### src/rtl/aespim_sbox_sched.sv
// Byte-serial scheduler sharing one AES S-box between a column requester and a key-expansion requester.
// Optional macro AESPIM_SBOX_OUT_REG_EN registers the S-box output and adds a DRAIN state.

module aespim_bSbox (
    input  logic [7:0] i_data,
    input  logic       i_encrypt,
    output logic [7:0] o_data
);

    function automatic logic [7:0] gf_mul(input logic [7:0] a, input logic [7:0] b);
        logic [7:0] p;
        logic [7:0] aa;
        p  = 8'h00;
        aa = a;
        for (int i = 0; i < 8; i++) begin
            if (b[i]) p = p ^ aa;
            aa = {aa[6:0], 1'b0} ^ (aa[7] ? 8'h1b : 8'h00);
        end
        return p;
    endfunction

    // x^254 is the multiplicative inverse in GF(2^8); zero maps to zero.
    function automatic logic [7:0] gf_inv(input logic [7:0] x);
        logic [7:0] s;
        logic [7:0] r;
        s = x;
        r = 8'h01;
        for (int i = 1; i < 8; i++) begin
            s = gf_mul(s, s);
            r = gf_mul(r, s);
        end
        return r;
    endfunction

    function automatic logic [7:0] aff_fwd(input logic [7:0] x);
        return x ^ {x[6:0], x[7]} ^ {x[5:0], x[7:6]} ^ {x[4:0], x[7:5]} ^ {x[3:0], x[7:4]} ^ 8'h63;
    endfunction

    function automatic logic [7:0] aff_inv(input logic [7:0] x);
        return {x[6:0], x[7]} ^ {x[4:0], x[7:5]} ^ {x[1:0], x[7:2]} ^ 8'h05;
    endfunction

    logic [7:0] w_pre;
    logic [7:0] w_inv;

    assign w_pre  = i_encrypt ? i_data : aff_inv(i_data);
    assign w_inv  = gf_inv(w_pre);
    assign o_data = i_encrypt ? aff_fwd(w_inv) : w_inv;

endmodule

// state | meaning
// IDLE  | arbitrate, accept one word
// SUB   | stream byte cnt through the S-box, LSB first
// DRAIN | write the last registered S-box byte (macro builds only)
// DONE  | hold result until consumer takes it
module aespim_sbox_sched #(
    parameter int BYTES = 4
) (
    input  logic               clk_i,
    input  logic               rst_i,
    input  logic               req0_valid_i,
    output logic               req0_ready_o,
    input  logic [8*BYTES-1:0] req0_word_i,
    input  logic               req0_enc_i,
    input  logic               req1_valid_i,
    output logic               req1_ready_o,
    input  logic [8*BYTES-1:0] req1_word_i,
    input  logic               req1_enc_i,
    output logic               rsp_valid_o,
    input  logic               rsp_ready_i,
    output logic               rsp_id_o,
    output logic [8*BYTES-1:0] rsp_word_o,
    output logic               busy_o
);

    localparam int CW = (BYTES > 1) ? $clog2(BYTES) : 1;
    localparam logic [CW-1:0] CNT_LAST = CW'(BYTES - 1);

    typedef enum logic [1:0] {
        S_IDLE  = 2'd0,
        S_SUB   = 2'd1,
`ifdef AESPIM_SBOX_OUT_REG_EN
        S_DRAIN = 2'd2,
`endif
        S_DONE  = 2'd3
    } state_t;

    state_t                r_state;
    state_t                w_next;
    logic                  r_last;
    logic [CW-1:0]         r_cnt;
    logic [BYTES-1:0][7:0] r_word;
    logic [BYTES-1:0][7:0] r_res;
    logic                  r_enc;
    logic                  r_id;
    logic                  w_grant0;
    logic                  w_grant1;
    logic [7:0]            w_sbox_in;
    logic [7:0]            w_sbox_out;
`ifdef AESPIM_SBOX_OUT_REG_EN
    logic [7:0]            r_sbox_q;
`endif

    // r_last=1 means requester 1 was served last, so requester 0 wins a tie.
    assign w_grant0 = req0_valid_i & (~req1_valid_i | r_last);
    assign w_grant1 = req1_valid_i & (~req0_valid_i | ~r_last);

    assign w_sbox_in  = (r_state == S_SUB) ? r_word[r_cnt] : r_word[0];
    assign rsp_word_o = r_res;
    assign rsp_id_o   = r_id;

    aespim_bSbox u_sbox (
        .i_data    (w_sbox_in),
        .i_encrypt (r_enc),
        .o_data    (w_sbox_out)
    );

    always_comb begin
        w_next       = r_state;
        req0_ready_o = 1'b0;
        req1_ready_o = 1'b0;
        rsp_valid_o  = 1'b0;
        busy_o       = (r_state != S_IDLE);
        case (r_state)
            S_IDLE: begin
                req0_ready_o = w_grant0 & ~rst_i;
                req1_ready_o = w_grant1 & ~rst_i;
                if (w_grant0 | w_grant1) w_next = S_SUB;
            end
            S_SUB: begin
                if (r_cnt == CNT_LAST) begin
`ifdef AESPIM_SBOX_OUT_REG_EN
                    w_next = S_DRAIN;
`else
                    w_next = S_DONE;
`endif
                end
            end
`ifdef AESPIM_SBOX_OUT_REG_EN
            S_DRAIN: begin
                w_next = S_DONE;
            end
`endif
            S_DONE: begin
                rsp_valid_o = 1'b1;
                if (rsp_ready_i) w_next = S_IDLE;
            end
            default: begin
                w_next = S_IDLE;
            end
        endcase
    end

    always_ff @(posedge clk_i) begin
        if (rst_i) begin
            r_state  <= S_IDLE;
            r_last   <= 1'b1;
            r_cnt    <= '0;
            r_word   <= '0;
            r_res    <= '0;
            r_enc    <= 1'b0;
            r_id     <= 1'b0;
`ifdef AESPIM_SBOX_OUT_REG_EN
            r_sbox_q <= 8'h00;
`endif
        end else begin
            r_state <= w_next;
            case (r_state)
                S_IDLE: begin
                    if (req0_ready_o | req1_ready_o) begin
                        r_word <= req1_ready_o ? req1_word_i : req0_word_i;
                        r_enc  <= req1_ready_o ? req1_enc_i : req0_enc_i;
                        r_id   <= req1_ready_o;
                        r_last <= req1_ready_o;
                        r_cnt  <= '0;
                    end
                end
                S_SUB: begin
`ifdef AESPIM_SBOX_OUT_REG_EN
                    // Each registered byte lands one cycle late, at the previous lane.
                    r_sbox_q <= w_sbox_out;
                    if (r_cnt != '0) r_res[r_cnt - 1'b1] <= r_sbox_q;
`else
                    r_res[r_cnt] <= w_sbox_out;
`endif
                    if (r_cnt != CNT_LAST) r_cnt <= r_cnt + 1'b1;
                end
`ifdef AESPIM_SBOX_OUT_REG_EN
                S_DRAIN: begin
                    r_res[r_cnt] <= r_sbox_q;
                end
`endif
                default: begin
                end
            endcase
        end
    end

endmodule

### config.mk
export PLATFORM = sky130hd
export DESIGN_NAME = aespim_sbox_sched
export DESIGN_NICKNAME = d
export VERILOG_FILES = /design/src/rtl/aespim_sbox_sched.sv
export SDC_FILE = /design/constraint.sdc
export NUM_CORES = 1
export LEC_CHECK = 0
export BUFFER_PORTS_ARGS = -buffer_cell sky130_fd_sc_hd__buf_2
export CAP_MARGIN = 0
export CELL_PAD_IN_SITES_DETAIL_PLACEMENT = 1
export CELL_PAD_IN_SITES_GLOBAL_PLACEMENT = 1
export CORE_MARGIN = 10
export CORE_UTILIZATION = 48
export DETAILED_ROUTE_END_ITERATION = 8
export HOLD_SLACK_MARGIN = 0.08
export PLACE_DENSITY_LB_ADDON = 0.2
export SLEW_MARGIN = 25
export SYNTH_ARGS = -nofsm -noshare
export SYNTH_HDL_FRONTEND = slang
export SYNTH_SLANG_ARGS = --single-unit
### constraint.sdc
create_clock -name clk_i -period 20.3 [get_ports clk_i]
set_input_delay 4.06 -clock clk_i [delete_from_list [all_inputs] [get_ports clk_i]]
set_output_delay 4.06 -clock clk_i [all_outputs]
set_load 0.1 [all_outputs]
==> impl_metrics.json <==
{
  "cts_made_buffers": 9,
  "drcViolationCount": 0,
  "crit_buf_inv": 3,
  "die_x_um": 219.5,
  "finalSetupViolations": 0,
  "grt_pass1_vias": 19560,
  "synth.distinct_cells": 115,
  "status": "finished clean",
  "rsz0062_at_grt": "false",
  "tns_ns": 0,
  "path_max_fanout": 19,
  "grt_usage_pct": 26.45,
  "fp-row-count": 73,
  "yosys-top-cells-area": "xnor2_1 (17%), xnor3_1 (11%), dfxtp_1 (7.4%)",
  "fillers": 4950,
  "drt_first_iter_violations": 1434,
  "synth-async-reset-ratio_pct": 0,
  "post-place-ws_ns": 0.1559,
  "crit_slowest_cell": "dfxtp_1",
  "syn-cell-area_um2": 19100,
  "path_common_cell": "xnor3_1",
  "synth_edf_count": 0,
  "post-synth-top-area-cell": "xnor2_1",
  "end_kind": "register",
  "seq_area_frac_synth_pct": 7.441,
  "ys_ff_latch": 71,
  "wirelength_um": 65100,
  "postSynthAreaPerCell_um2": 7.619,
  "die_h_um": 219.5,
  "drt.antenna.violating_nets": 0,
  "timing.final.ws_setup_ns": 1.209,
  "nets": 2612,
  "area_growth_pct": 8.332,
  "startpoint_type": "register",
  "max_freq_ghz": 0.05238,
  "cts_hold_buf": 0,
  "yosysTopAreaCellShare_pct": 17.33,
  "cts_root_buf": "clkbuf_16",
  "hpwl_um": 48400,
  "hp-class": "reg -> reg",
  "slew_violations": 0,
  "maxCapViolCount": 0,
  "first_pass_iters": 5,
  "htree_levels": 3,
  "tightest_slew_ns": 0.9762,
  "hold_viol_final": 0,
  "clk-insertion-delay-late_ns": 0.34,
  "cp.required_ns": 20.56,
  "multiInputGateArea_um2": 17030,
  "antenna_cells": 0,
  "wl_per_cell_um": 21.28,
  "max_stage_delay_ns": 0.64,
  "numPortBuffers": 107,
  "avgViaCountPerCell": 6.189,
  "fin_area_um2": 20690,
  "cp_top_family": "XOR/XNOR gates",
  "yosys_warnings": 0,
  "grt_pass1_wl_um": 105700,
  "cts_buffer_depth": 2,
  "slew-limit-headroom_pct": 34.45,
  "finalWeightedCongestion": 0.9196,
  "drive_gt1_share_pct": 13.73,
  "grt-ovfl-total": 0,
  "dominantRegCellSynth": "dfxtp_1",
  "seqCellArea_um2": 1424,
  "grt_max_degree": 69,
  "place_area_um2": 20160,
  "antenna_found_initial": 0,
  "syn_inst": 2507,
  "numClockSinks": 71,
  "die_area_um2": 48180,
  "coreArea_um2": 39550,
  "clk_pin_slew_ns": 0.06,
  "num_vias": 18940,
  "critical_path_class": "reg -> reg",
  "start_util_pct": 48.30,
  "post-route-period-util_pct": 94.04,
  "syn-num-nets": 2589,
  "finClkSkew_ns": 0.008950,
  "cts_tree": "done",
  "arrival_ns": 19.35,
  "fin_crit_ns": 19.09,
  "ios": 108
}
[cell usage after synthesis (all sizes together), types with 11 or more instances]
cell type  instances
o22ai             60
nor2b             21
nor4              12
a221oi            12
xnor3            101
a21oi            130
or2               17
nand3            106
o21ai            154
ha                11
nand4             21
and2              29
a31oi             19
nor3              66
nor2             315
mux2i             68
dfxtp             71
buf               78
nand2            216
nand2b            18
clkbuf            97
xnor2            411
o211ai            23
inv               32
or3               18
xor3              14
mux2              17
o21a              11
a22oi             22
o31ai             12
o221ai            11
xor2             119
and3              20
a211oi            24
[worst paths after layout]
path                                      end  slack [ns]     startpoint  cells after the start
worst max-delay path            rsp_word_o[5]        1.21     r_state[0]                     57
worst min-delay path            rsp_word_o[9]        0.46  rsp_word_o[9]                      2
worst max register to register  rsp_word_o[5]        1.21     r_state[0]                     57
worst min register to register  rsp_word_o[9]        0.46  rsp_word_o[9]                      2
[layout make-up]
class / count / share of cell area [%]
multi-input cells: 2224 / 82.28
flip-flops and latches: 71 / 6.881
repair buffers: 187 / 5.490
well taps: 525 / 3.174
clock buffers: 10 / 1.155
inverters: 37 / 0.6893
clock inverters: 6 / 0.3265
[cell families (layout without fill, tap and decap cells)]
| logic type | Yosys count | after routing | share of synthesized area (%) |
|---|---|---|---|
| muxes | 85 | 85 | 4.585 |
| adders and majority gates | 12 | 12 | 0.7729 |
| DFF | 71 | 71 | 7.441 |
| buffers and inverters | 212 | 240 | 5.076 |
| AOI/OAI and AO/OA | 591 | 591 | 20.46 |
| xor gates and xnor gates | 645 | 645 | 39.94 |
| and+or+nand+nor | 891 | 891 | 21.73 |
[registers in the layout, indices dropped and copies added, names as in the netlist]
register and flops:
r_word 32, rsp_word_o 32, r_cnt 2, r_state 2, r_enc 1, r_last 1
rsp_id_o 1
[metal layers]
| layer | routed length, um | global-route usage, % | vias up |
|---|---|---|---|
| met3 | 3235 | 2.468 | 106 |
| li1 | - | - | 8903 |
| met4 | 1370 | 6.757 | 0 |
| met2 | 31810 | 45.70 | 575 |
| met1 | 28690 | 34.65 | 9353 |
| met5 | 0 | 0 | - |
[worst register-to-register path, delay by kind of cell (launching register included)]
family                   cells  cell delay (ns)
adder cells (fa/ha/maj)      1             0.35
XOR/XNOR                    25            10.07
AO/OA/AOI/OAI               13             3.74
buffers and inverters        3             0.63
flip-flops                   1             0.64
AND/OR/NAND/NOR             15             3.63
[cell usage in the layout (no fill, tap or decap), types with 23 or more instances in the layout]
master,count
a211oi_1,23
mux2i_1,68
inv_1,28
a21oi_1,127
and2_1,27
nor3_1,63
xor2_1,106
nand3_1,106
o21ai_0,141
xnor2_1,361
o22ai_1,60
dfxtp_1,69
buf_2,107
xnor3_1,90
nor2_1,312
o211ai_1,23
nand2_1,214
xnor2_2,37
buf_4,80
[per-stage QoR]
stage / hold slack (ns) / utilization, % / std cells
floorplan: 0.4367 / - / 2507
global placement: 0.4453 / 50.96 / 3039
detailed placement: 0.4471 / 50.96 / 3039
CTS: 0.4602 / 51.74 / 3055
global route: 0.4767 / 52.32 / 3060
finish: 0.4561 / 52.32 / 3060
[timing repair]
action	CTS	global route
setup endpoints to repair	0	32
resized for setup	0	23
buffers inserted	0	5
Power is not shown: default switching activity piles up to over one toggle a cycle in this logic, so the estimate is an artifact.
